File: src/rtl/spi_feed_pkg.sv
// Shared types and widths for the SPI transmit feeder; no logic, no latency.
// Imported by the bus interface, the word FIFO and the feeder top.
package spi_feed_pkg;

  localparam int DATA_W_DEF = 16;
  localparam int DEPTH_DEF  = 4;
  localparam int CNT_W      = 16;

  typedef enum logic [1:0] {
    IDLE,
    WAIT_START,
    WAIT_END,
    GAP
  } feed_state_t;

  // Occupancy needs one extra bit so a full FIFO is distinguishable from empty.
  function automatic int lvl_w(input int depth);
    return $clog2(depth) + 1;
  endfunction

endpackage

File: src/rtl/spi_tx_feeder_if.sv
// Host write port, chip-select inputs and status outputs of the feeder.
// The feeder takes the slave modport; the host/bench side takes master.
interface spi_tx_feeder_if #(
  parameter int DATA_W = spi_feed_pkg::DATA_W_DEF,
  parameter int DEPTH  = spi_feed_pkg::DEPTH_DEF
);
  import spi_feed_pkg::*;

  logic                    wr_en;
  logic [DATA_W-1:0]       wr_data;
  logic                    spi_cs1_l;
  logic                    spi_cs2_l;
  logic [DATA_W-1:0]       datain;
  logic                    full;
  logic                    empty;
  logic [lvl_w(DEPTH)-1:0] level;
  logic                    busy;
  logic [CNT_W-1:0]        sent_cnt;
  logic                    overflow;
  logic                    timeout_err;

  modport master (
    output wr_en, wr_data, spi_cs1_l, spi_cs2_l,
    input  datain, full, empty, level, busy, sent_cnt, overflow, timeout_err
  );

  modport slave (
    input  wr_en, wr_data, spi_cs1_l, spi_cs2_l,
    output datain, full, empty, level, busy, sent_cnt, overflow, timeout_err
  );

endinterface

File: src/rtl/spi_feed_fifo.sv
// Circular word buffer: write lands one edge after i_wr_en, popped word is registered on o_rd_data.
// No backpressure: writes while full are dropped and flagged on o_drop; pops while empty are ignored.
module spi_feed_fifo
  import spi_feed_pkg::*;
#(
  parameter int DATA_W = DATA_W_DEF,
  parameter int DEPTH  = DEPTH_DEF
) (
  input  logic                    clk,
  input  logic                    reset,
  input  logic                    i_wr_en,
  input  logic [DATA_W-1:0]       i_wr_data,
  input  logic                    i_pop,
  output logic [DATA_W-1:0]       o_rd_data,
  output logic                    o_full,
  output logic                    o_empty,
  output logic                    o_drop,
  output logic [lvl_w(DEPTH)-1:0] o_level
);

  localparam int PTR_W = $clog2(DEPTH);
  localparam int LVL_W = lvl_w(DEPTH);

  logic [DATA_W-1:0] r_mem [DEPTH];
  logic [PTR_W-1:0]  r_wr_ptr;
  logic [PTR_W-1:0]  r_rd_ptr;
  logic [LVL_W-1:0]  r_level;
  logic [DATA_W-1:0] r_rd_data;
  logic              w_push;
  logic              w_pop;

  assign o_full    = (r_level == LVL_W'(DEPTH));
  assign o_empty   = (r_level == '0);
  assign o_level   = r_level;
  assign o_rd_data = r_rd_data;
  // Full is judged before the edge, so a same-edge pop never rescues a write.
  assign w_push    = i_wr_en && !o_full;
  assign w_pop     = i_pop && !o_empty;
  assign o_drop    = i_wr_en && o_full;

  always_ff @(posedge clk) begin
    if (w_push) begin
      r_mem[r_wr_ptr] <= i_wr_data;
    end
  end

  always_ff @(posedge clk or negedge reset) begin
    if (!reset) begin
      r_wr_ptr  <= '0;
      r_rd_ptr  <= '0;
      r_level   <= '0;
      r_rd_data <= '0;
    end else begin
      if (w_push) begin
        r_wr_ptr <= r_wr_ptr + 1'b1;
      end
      if (w_pop) begin
        r_rd_ptr  <= r_rd_ptr + 1'b1;
        r_rd_data <= r_mem[r_rd_ptr];
      end
      case ({w_push, w_pop})
        2'b10:   r_level <= r_level + 1'b1;
        2'b01:   r_level <= r_level - 1'b1;
        default: r_level <= r_level;
      endcase
    end
  end

endmodule

File: src/rtl/spi_tx_feeder.sv
// Holds one queued word on datain per SPI transaction; word appears two edges after wr_en rises into an empty idle FIFO.
// Host writes are never stalled (full drops and sets overflow); optional start timeout via SPI_TX_FEEDER_TIMEOUT_EN.
module spi_tx_feeder
  import spi_feed_pkg::*;
#(
  parameter int DATA_W        = DATA_W_DEF,
  parameter int DEPTH         = DEPTH_DEF,
  parameter int IDLE_GAP      = 2,
  parameter int START_TIMEOUT = 64
) (
  input  logic           clk,
  input  logic           reset,
  spi_tx_feeder_if.slave bus
);

  localparam int LVL_W   = lvl_w(DEPTH);
  localparam int GAP_W   = (IDLE_GAP > 1) ? $clog2(IDLE_GAP) : 1;
  localparam bit HAS_GAP = (IDLE_GAP > 0);
  localparam logic [GAP_W-1:0] GAP_LOAD = GAP_W'((IDLE_GAP > 0) ? IDLE_GAP - 1 : 0);

  if (DEPTH < 2 || (DEPTH & (DEPTH - 1)) != 0) begin : g_bad_depth
    $error("spi_tx_feeder: DEPTH must be a power of 2 and at least 2");
  end
  if (START_TIMEOUT < 1) begin : g_bad_timeout
    $error("spi_tx_feeder: START_TIMEOUT must be at least 1");
  end

  feed_state_t       r_state;
  feed_state_t       w_state_nxt;
  logic [GAP_W-1:0]  r_gap_cnt;
  logic [GAP_W-1:0]  w_gap_nxt;
  logic [CNT_W-1:0]  r_sent_cnt;
  logic              r_overflow;
  logic              w_pop;
  logic              w_done;
  logic              w_cs_active;
  logic              w_empty;
  logic              w_full;
  logic              w_drop;
  logic [LVL_W-1:0]  w_level;
  logic [DATA_W-1:0] w_rd_data;

  assign w_cs_active = !bus.spi_cs1_l || !bus.spi_cs2_l;

  spi_feed_fifo #(
    .DATA_W (DATA_W),
    .DEPTH  (DEPTH)
  ) u_fifo (
    .clk       (clk),
    .reset     (reset),
    .i_wr_en   (bus.wr_en),
    .i_wr_data (bus.wr_data),
    .i_pop     (w_pop),
    .o_rd_data (w_rd_data),
    .o_full    (w_full),
    .o_empty   (w_empty),
    .o_drop    (w_drop),
    .o_level   (w_level)
  );

`ifdef SPI_TX_FEEDER_TIMEOUT_EN
  localparam int TMO_W = $clog2(START_TIMEOUT + 1);

  logic [TMO_W-1:0] r_tmo_cnt;
  logic             r_timeout_err;
  logic             w_tmo_hit;
  logic             w_tmo;

  assign w_tmo_hit = (r_tmo_cnt == TMO_W'(START_TIMEOUT - 1));

  // Counter idles at zero outside WAIT_START, so it is clear on every entry.
  always_ff @(posedge clk or negedge reset) begin
    if (!reset) begin
      r_tmo_cnt     <= '0;
      r_timeout_err <= 1'b0;
    end else begin
      if (r_state == WAIT_START && !w_cs_active) begin
        r_tmo_cnt <= r_tmo_cnt + 1'b1;
      end else begin
        r_tmo_cnt <= '0;
      end
      if (w_tmo) begin
        r_timeout_err <= 1'b1;
      end
    end
  end

  assign bus.timeout_err = r_timeout_err;
`else
  assign bus.timeout_err = 1'b0;
`endif

  always_comb begin
    w_state_nxt = r_state;
    w_gap_nxt   = r_gap_cnt;
    w_pop       = 1'b0;
    w_done      = 1'b0;
`ifdef SPI_TX_FEEDER_TIMEOUT_EN
    w_tmo       = 1'b0;
`endif
    case (r_state)
      IDLE: begin
        if (!w_empty) begin
          w_pop       = 1'b1;
          w_state_nxt = WAIT_START;
        end
      end
      WAIT_START: begin
        if (w_cs_active) begin
          w_state_nxt = WAIT_END;
        end
`ifdef SPI_TX_FEEDER_TIMEOUT_EN
        else if (w_tmo_hit) begin
          w_tmo       = 1'b1;
          w_state_nxt = HAS_GAP ? GAP : IDLE;
          w_gap_nxt   = GAP_LOAD;
        end
`endif
      end
      WAIT_END: begin
        // Only both chip-selects high ends the transaction; a lone rise is a glitch.
        if (!w_cs_active) begin
          w_done      = 1'b1;
          w_state_nxt = HAS_GAP ? GAP : IDLE;
          w_gap_nxt   = GAP_LOAD;
        end
      end
      GAP: begin
        if (r_gap_cnt == '0) begin
          w_state_nxt = IDLE;
        end else begin
          w_gap_nxt = r_gap_cnt - 1'b1;
        end
      end
      default: w_state_nxt = IDLE;
    endcase
  end

  always_ff @(posedge clk or negedge reset) begin
    if (!reset) begin
      r_state    <= IDLE;
      r_gap_cnt  <= '0;
      r_sent_cnt <= '0;
      r_overflow <= 1'b0;
    end else begin
      r_state   <= w_state_nxt;
      r_gap_cnt <= w_gap_nxt;
      if (w_done) begin
        r_sent_cnt <= r_sent_cnt + 1'b1;
      end
      if (w_drop) begin
        r_overflow <= 1'b1;
      end
    end
  end

  assign bus.datain   = w_rd_data;
  assign bus.full     = w_full;
  assign bus.empty    = w_empty;
  assign bus.level    = w_level;
  assign bus.busy     = (r_state != IDLE);
  assign bus.sent_cnt = r_sent_cnt;
  assign bus.overflow = r_overflow;

endmodule

File: src/flat_wrapper.sv
// flat-port wrapper written by rule: the top's interface ports become plain ports
module spi_tx_feeder_flat import spi_feed_pkg::*;
#(
  parameter int DATA_W        = DATA_W_DEF,
  parameter int DEPTH         = DEPTH_DEF,
  parameter int IDLE_GAP      = 2,
  parameter int START_TIMEOUT = 64
)
  (clk, reset, bus_wr_en, bus_wr_data, bus_spi_cs1_l, bus_spi_cs2_l, bus_datain, bus_full, bus_empty, bus_level, bus_busy, bus_sent_cnt, bus_overflow, bus_timeout_err);
  spi_tx_feeder_if #(.DATA_W(DATA_W), .DEPTH(DEPTH)) bus_i ();
  input  logic clk;
  input  logic reset;
  input wire logic [$bits(bus_i.wr_en)-1:0] bus_wr_en;
  input wire logic [$bits(bus_i.wr_data)-1:0] bus_wr_data;
  input wire logic [$bits(bus_i.spi_cs1_l)-1:0] bus_spi_cs1_l;
  input wire logic [$bits(bus_i.spi_cs2_l)-1:0] bus_spi_cs2_l;
  output wire logic [$bits(bus_i.datain)-1:0] bus_datain;
  output wire logic [$bits(bus_i.full)-1:0] bus_full;
  output wire logic [$bits(bus_i.empty)-1:0] bus_empty;
  output wire logic [$bits(bus_i.level)-1:0] bus_level;
  output wire logic [$bits(bus_i.busy)-1:0] bus_busy;
  output wire logic [$bits(bus_i.sent_cnt)-1:0] bus_sent_cnt;
  output wire logic [$bits(bus_i.overflow)-1:0] bus_overflow;
  output wire logic [$bits(bus_i.timeout_err)-1:0] bus_timeout_err;
  assign bus_i.wr_en = bus_wr_en;
  assign bus_i.wr_data = bus_wr_data;
  assign bus_i.spi_cs1_l = bus_spi_cs1_l;
  assign bus_i.spi_cs2_l = bus_spi_cs2_l;
  assign bus_datain = bus_i.datain;
  assign bus_full = bus_i.full;
  assign bus_empty = bus_i.empty;
  assign bus_level = bus_i.level;
  assign bus_busy = bus_i.busy;
  assign bus_sent_cnt = bus_i.sent_cnt;
  assign bus_overflow = bus_i.overflow;
  assign bus_timeout_err = bus_i.timeout_err;
  spi_tx_feeder #(.DATA_W(DATA_W), .DEPTH(DEPTH), .IDLE_GAP(IDLE_GAP), .START_TIMEOUT(START_TIMEOUT)) u_core (.clk(clk), .reset(reset), .bus(bus_i));
endmodule
File: config.mk
export PLATFORM = sky130hd
export DESIGN_NAME = spi_tx_feeder_flat
export DESIGN_NICKNAME = d
export VERILOG_FILES = /design/src/rtl/spi_feed_pkg.sv /design/src/rtl/spi_tx_feeder_if.sv /design/src/rtl/spi_feed_fifo.sv /design/src/rtl/spi_tx_feeder.sv /design/src/flat_wrapper.sv
export SDC_FILE = /design/constraint.sdc
export NUM_CORES = 1
export LEC_CHECK = 0
export CORE_MARGIN = 8
export CORE_UTILIZATION = 45
export CTS_BUF_LIST = sky130_fd_sc_hd__clkbuf_4 sky130_fd_sc_hd__clkbuf_8
export CTS_CLUSTER_DIAMETER = 100
export DETAILED_ROUTE_END_ITERATION = 6
export PLACE_DENSITY = 0.7
export SKIP_CTS_REPAIR_TIMING = 1
export SKIP_LAST_GASP = 1
export SLEW_MARGIN = 30
export SYNTH_ARGS = -nofsm -noshare
export SYNTH_HDL_FRONTEND = slang
export SYNTH_HIERARCHICAL = 1
export SYNTH_SLANG_ARGS = --single-unit
File: constraint.sdc
create_clock -name clk -period 2.9 [get_ports clk]
set_clock_uncertainty 0.1 [all_clocks]
set_input_delay 0.435 -clock clk [delete_from_list [all_inputs] [get_ports clk]]
set_output_delay 0.435 -clock clk [all_outputs]
set_load 0.03 [all_outputs]
# Word-level counts from Yosys, hierarchy flattened
# Memory sizes are Yosys's and may differ from the RTL's. A register that Yosys moved wholly into a read port is not among the register bits.
# Cells that the tools add are included.
# totals
elab_cells	55
out_inout_bits	40
mem_bits_rw	64
mem_bits_ro	0
latch_bits	0
reg_bits	27
mem_count	1
inputBits	21
# mem_list
memory	depth	width	read_ports	rd_clocked_by_memory_dff	write_ports	line	text
u_core.u_fifo.r_mem	4	16	1	1	1	spi_feed_fifo.sv:24	logic [DATA_W-1:0] r_mem [DEPTH];
# classes
add_sub_neg	6
bitwise	0
mul	0
n_reduce_logical	16
div	0
shifts	0
n_lt_le_gt_ge	0
mux	15
n_eq_ne	10
# ops
op	count
$add A16 B1 Y16 const B	1
$mux W1	8
$mux W2	4
$pmux W2 S4	1
$eq A2 B2 Y1 const B	3
$ne A2 B2 Y1 const B	3
$pmux W3 S2	1
$reduce_bool A2 Y1	3
$logic_not A1 Y1	5
$add A2 B1 Y2 const B	2
$eq A2 B1 Y1 const B	2
$reduce_and A4 Y1	1
$add A3 B1 Y3 const B	1
$eq A3 B3 Y1 const B	1
$logic_and A1 B1 Y1	3
$logic_not A3 Y1	1
$sub A3 B1 Y3 const B	1
$logic_not A2 Y1	1
$ne A2 B1 Y1 const B	1
$pmux W1 S2	1
$reduce_and A2 Y1	1
$logic_or A1 B1 Y1	1
$sub A1 B1 Y1 const B	1

# Longest topological paths before layout
# logic_depth
ltp_word	6
depth_mapped	13

# By module
# The synthesis kept the hierarchy.
# by_module_without_submodules
module	seq_area_each_um2	area_per_inst_um2	cells_each	instances
spi_feed_fifo	2497.4	3364.5	189	1
spi_tx_feeder	500.5	994.7	86	1

# Least setup slack after synthesis
# OpenSTA, ideal clock, no wires.
# synth_path
path_type	reg2reg
from	register u_core.u_fifo.r_level[0], in the netlist u_core/u_fifo/o_level[0]
to	register u_core.u_fifo.r_level[2], in the netlist u_core/u_fifo/o_level[2]
arrival_time_ns	2.758
path_slack_ns	-0.098
setup_ns	0.140
stages_incl_launch_ff	12
synth_period_minus_slack_ns	2.998
cell_sequence	dfrtp_1 -> nor3_1 -> nor2_1 -> o31ai_4 -> inv_4 -> buf_6 -> ha_1 -> inv_1 -> fa_1 -> xor2_1 -> nor2_1 -> xor2_1
# synth_between
elab_chain_len	6
elab_cells_between_ends	14
cone_classes	add/sub: 2; eq/ne: 3; mux: 3; reduce/logical: 6
# synth_rtl
item	line	text
start: declaration	spi_feed_fifo.sv:27	logic [LVL_W-1:0] r_level;
start signal: assignment	spi_feed_fifo.sv:62	2'b10: r_level <= r_level + 1'b1;
start signal: assignment	spi_feed_fifo.sv:63	2'b01: r_level <= r_level - 1'b1;
start signal: assignment	spi_feed_fifo.sv:64	default: r_level <= r_level;
$logic_not A3 Y1 *	spi_feed_fifo.sv:33	assign o_empty = (r_level == '0);
via bus_empty	flat_wrapper.sv:19	output wire logic [$bits(bus_i.empty)-1:0] bus_empty;
$mux W1 *	spi_tx_feeder.sv:103	if (!w_empty) begin
$mux W1 *	spi_tx_feeder.sv:101	case (r_state)
via u_core.w_pop	spi_tx_feeder.sv:34	logic w_pop;
$logic_and A1 B1 Y1 *	spi_feed_fifo.sv:38	assign w_pop = i_pop && !o_empty;
via u_core.u_fifo.w_pop	spi_feed_fifo.sv:30	logic w_pop;
$eq A2 B1 Y1 or $eq A2 B2 Y1 (tied branches)	spi_feed_fifo.sv:61	case ({w_push, w_pop})
$pmux W3 S2 or $reduce_bool A2 Y1 (tied branches)	n/a	
# The timed path passes the listed nets; every way through them passes the cells marked *.
# A chain may end at the register's enable or synchronous reset.

# Worst setup path after layout
# layout_path
from	register u_core.r_state[0]
to	register u_core.u_fifo.r_level[2], in the netlist u_core/u_fifo/o_level[2]
# layout_between
elab_chain_len	5
elab_cells_between_ends	7
cone_classes	eq/ne: 2; mux: 2; reduce/logical: 3
# layout_rtl
item	line	text
start: declaration	spi_tx_feeder.sv:28	feed_state_t r_state;
start signal: assignment	spi_tx_feeder.sv:146	r_state <= w_state_nxt;
$logic_not A2 Y1 *	spi_tx_feeder.sv:101	
$mux W1 *	spi_tx_feeder.sv:101	
via u_core.w_pop	spi_tx_feeder.sv:34	
$logic_and A1 B1 Y1 *	spi_feed_fifo.sv:38	
$eq A2 B1 Y1 or $eq A2 B2 Y1 (tied branches)	spi_feed_fifo.sv:61	
$pmux W3 S2 or $reduce_bool A2 Y1 (tied branches)	n/a	
# Marks and branches as above.

==> results.tsv <==
stage	metric	value	unit
status	outcome	finished, final reports clean	
route	WL/cell	16.5	um
setup_path	critical path arrival	2.71	ns
power_and_ir_drop	sw power	0.00191	W
clocking	Clock Sinks	107	
timing	final period utilization	86.4	%
final_layout	multi-input combinational cell area	1260	sq um
final_layout	Reg area	3000	sq um
synth	cell taking the most area after synthesis	edfxtp_1	
synth	sequential area share after synthesis	68.8	%
route	via count	2393	
final_layout	# fillers	812	
synth	Post-Syn Nets	308	
floorplanning	# rows	36	
power_and_ir_drop	Comb power frac	38.6	%
power_and_ir_drop	Int Power	0.00325	W
synth	EDFF count, synth	64	
power_and_ir_drop	leak pwr	2.07	nW
timing	final max-slew violation count	0	
setup_path	WP data required	3.10	ns
timing	Setup Viol. Count Final	0	
clocking	Clock Latency Late Sink	0.37	ns
timing	Worst Setup Slack, final	0.394	ns
clocking	clk slew on worst S/H paths	0.11	ns
timing	hold violation count in the final report	0	
placed_design	gpl congestion	0.710	
synth	Mapped Cells	275	
placed_design	dpl hpwl	5220	um
final_layout	nets	378	
global_route	initial antenna violation count	0	
synth	FF+latch count, synth	107	
power_and_ir_drop	peak supply drop	0.349	mV
route	DRT Wirelength	7970	um
power_and_ir_drop	PwrDens	977	nW/um^2
global_route	pin count of the biggest net entering global routing	44	
setup_path	critical path capture point type	register	
global_route	number of global-route vias before repair	2530	
global_route	Overall Global Routing Usage	12.9	%
power_and_ir_drop	Clock power frac	16.2	%
flow_run	max-cap viol count	0	
setup_path	startpoint types	register	
timing	final setup TNS	0	ns
final_layout	Area Growth Syn to Fin	21.2	%
timing	Period minus WS final	2.51	ns
synth	Post-Syn Area	4360	sq um
setup_path	r2r setup slk	0.39	ns
worst_hold_path	HP Class	reg2reg	
timing	relative slew slack	45.9	%
setup_path	end point of the critical path	u_core/u_fifo/o_level[2]	
route	1st-iter DRT viols	170	
route	drt first pass iters	4	
floorplanning	Starting Density	45.4	%
floorplanning	IO Count	61	
clocking	htree depth	3	
synth	asr flop ratio synth	40.2	%
placed_design	dpl ws	0.396	ns
route	Final ANT Viol Nets	0	
synth	synth top area cells	edfxtp_1 (44%), dfrtp_1 (25%), mux4_2 (8.3%), nand2_1 (4.9%), ha_1 (3.2%)	
setup_path	worst r2r path cells	12	
setup_path	CP startpoint	u_core/r_state[0]	
floorplanning	Die W	114	um
floorplanning	Die Y	114	um
clocking	CTS root buffer	clkbuf_8	
power_and_ir_drop	part of the power in registers	45.1	%
clocking	CTS tree	done	
synth	share of the synthesized area in the top cell type	44.1	%
setup_path	Crit Path Max Fanout	18	
timing	RSZ-0062 raised after global routing	no	
floorplanning	core area	9590	sq um
setup_path	CP Class	reg2reg	
synth	Synth cell types	36	
floorplanning	Die ar.	13100	sq um
synth	main flop type after synthesis	edfxtp_1	
timing	Fmax	399	MHz
clocking	CTS Buffer Depth	2	
final_layout	Antenna Diode Count	0	
clocking	Num CTS Buffers	9	
setup_path	reg2reg end	u_core/u_fifo/o_level[2]	
global_route	global-route wire length before repair	13000	um
route	via/cell ratio	4.95	
synth	Syn Area/Cell	15.9	sq um
global_route	total grt overflow	0	
route	Post-route DRC	0	
synth	Synth Warn #	6	
placed_design	Port-buffer cells	59	
final_layout	share of layout cells above drive strength 1	15.4	%
power_and_ir_drop	Net Sw Frac	37.0	%
timing	Slew @ Worst Pin	0.811	ns
setup_path	RR Startpoint	u_core/r_state[0]	
==> cell families after synthesis <==
| family | share of synthesized area [%] |
|---|---|
| adder cells (fa/ha/maj) | 3.62 |
| AO/OA/AOI/OAI | 1.15 |
| flip-flops | 68.8 |
| buffers and inverters | 2.44 |
| other | 0.0860 |
| multiplexers | 9.01 |
| AND/OR/NAND/NOR | 10.7 |
| XOR/XNOR | 4.22 |
==> routing by layer <==
layer	part of all wire (%)	global-route usage, %	wire length (um)
met2	50	21.6	4000
met4	0.85	4.53	68
met5	0	0	0
met1	44	15.7	3530
met3	4.6	3.48	363
==> power groups by stage <==
| stage | sequential [W] | combinational [W] | clock, W |
|---|---|---|---|
| after floorplan | 0.00258 | 0.00113 | 0 |
| after global placement | 0.00235 | 0.00201 | 0 |
| after detailed placement | 0.00237 | 0.00204 | 0 |
| after CTS | 0.00234 | 0.00205 | 0.000867 |
| after global routing | 0.00239 | 0.00219 | 0.000932 |
| final | 0.00233 | 0.00200 | 0.000838 |
==> how the worst min path moves through the flow <==
stage / startpoint / endpoint / slack, ns / cells past startpoint
6_report: u_core/u_fifo/o_rd_data[7] / u_core/u_fifo/o_rd_data[7] / 0.38 / 2
5_1_grt: u_core/bus.overflow / u_core/bus.overflow / 0.40 / 1
4_1_cts: reset / u_core/r_gap_cnt / -0.03 / 1
3_5_place_dp: u_core/bus.overflow / u_core/bus.overflow / 0.36 / 1
3_3_place_gp: u_core/bus.overflow / u_core/bus.overflow / 0.35 / 1
2_1_floorplan: reset / u_core/bus.overflow / 0.04 / 0
==> worst max-delay path: stages (launching register included) <==
cell	delay (ns)
dfrtp_1	0.43
inv_1	0.12
ha_1	0.18
inv_1	0.06
nor2_1	0.17
o31ai_4	0.11
inv_4	0.20
ha_1	0.22
inv_1	0.06
fa_1	0.37
xor2_1	0.15
nor2_1	0.12
xor2_1	0.15
==> stage by stage <==
stage / instance area, sq um / util, % / cells / hold WS, ns / total power [W]
after global placement: 5100 / 53.1 / 466 / 0.354 / 0.00436
after detailed placement: 5100 / 53.2 / 466 / 0.357 / 0.00441
after CTS: 5280 / 55.0 / 482 / -0.0343 / 0.00525
final: 5290 / 55.1 / 483 / 0.381 / 0.00516
after floorplan: 4360 / - / 275 / 0.0394 / 0.00370
after global routing: 5290 / 55.1 / 483 / 0.396 / 0.00551
==> cell usage in the layout (no fill, tap or decap), types with 2 or more instances in the layout <==
cell             instances
mux2_2                   2
inv_1                   10
buf_4                    7
dfrtp_1                 43
mux4_2                  16
nand3_2                  2
nand4_1                  5
inv_6                    2
ha_1                    11
clkinv_2                 2
nor2_1                   5
xor2_1                   6
nor3_2                   2
and2_1                   5
xnor2_1                 15
edfxtp_1                64
nor3_1                   2
nand2_1                 57
nand3_1                  6
clkdlybuf4s50_1         58
clkbuf_8                 9
==> cell usage after synthesis (4+ instances only) <==
| master | n |
|---|---|
| edfxtp_1 | 64 |
| nand2_1 | 57 |
| dfrtp_1 | 43 |
| mux4_2 | 16 |
| xnor2_1 | 15 |
| ha_1 | 11 |
| inv_1 | 10 |
| nand3_1 | 6 |
| xor2_1 | 6 |
| and2_1 | 5 |
| nand4_1 | 5 |
| nor2_1 | 5 |
| buf_6 | 4 |
==> layout make-up <==
cell class                      count  share of cell area (%)
Sequential cell                   107                    56.7
Multi-Input combinational cell    150                    23.8
Timing Repair Buffer               66                    12.2
Tap cell                          133                    3.15
Clock buffer                        9                    2.34
Clock inverter                      7                   0.947
Inverter                           11                   0.829
==> registers in the layout, summed over array words and instances (netlist names) <==
register and cells:
u_core/u_fifo/r_mem 64, u_core/bus.sent_cnt 16, u_core/u_fifo/o_rd_data 16, u_core/u_fifo/o_level 3, u_core/r_state 2, u_core/u_fifo/r_rd_ptr 2
u_core/u_fifo/r_wr_ptr 2, u_core/bus.overflow 1, u_core/r_gap_cnt 1
(Power assumes the default switching activity.)
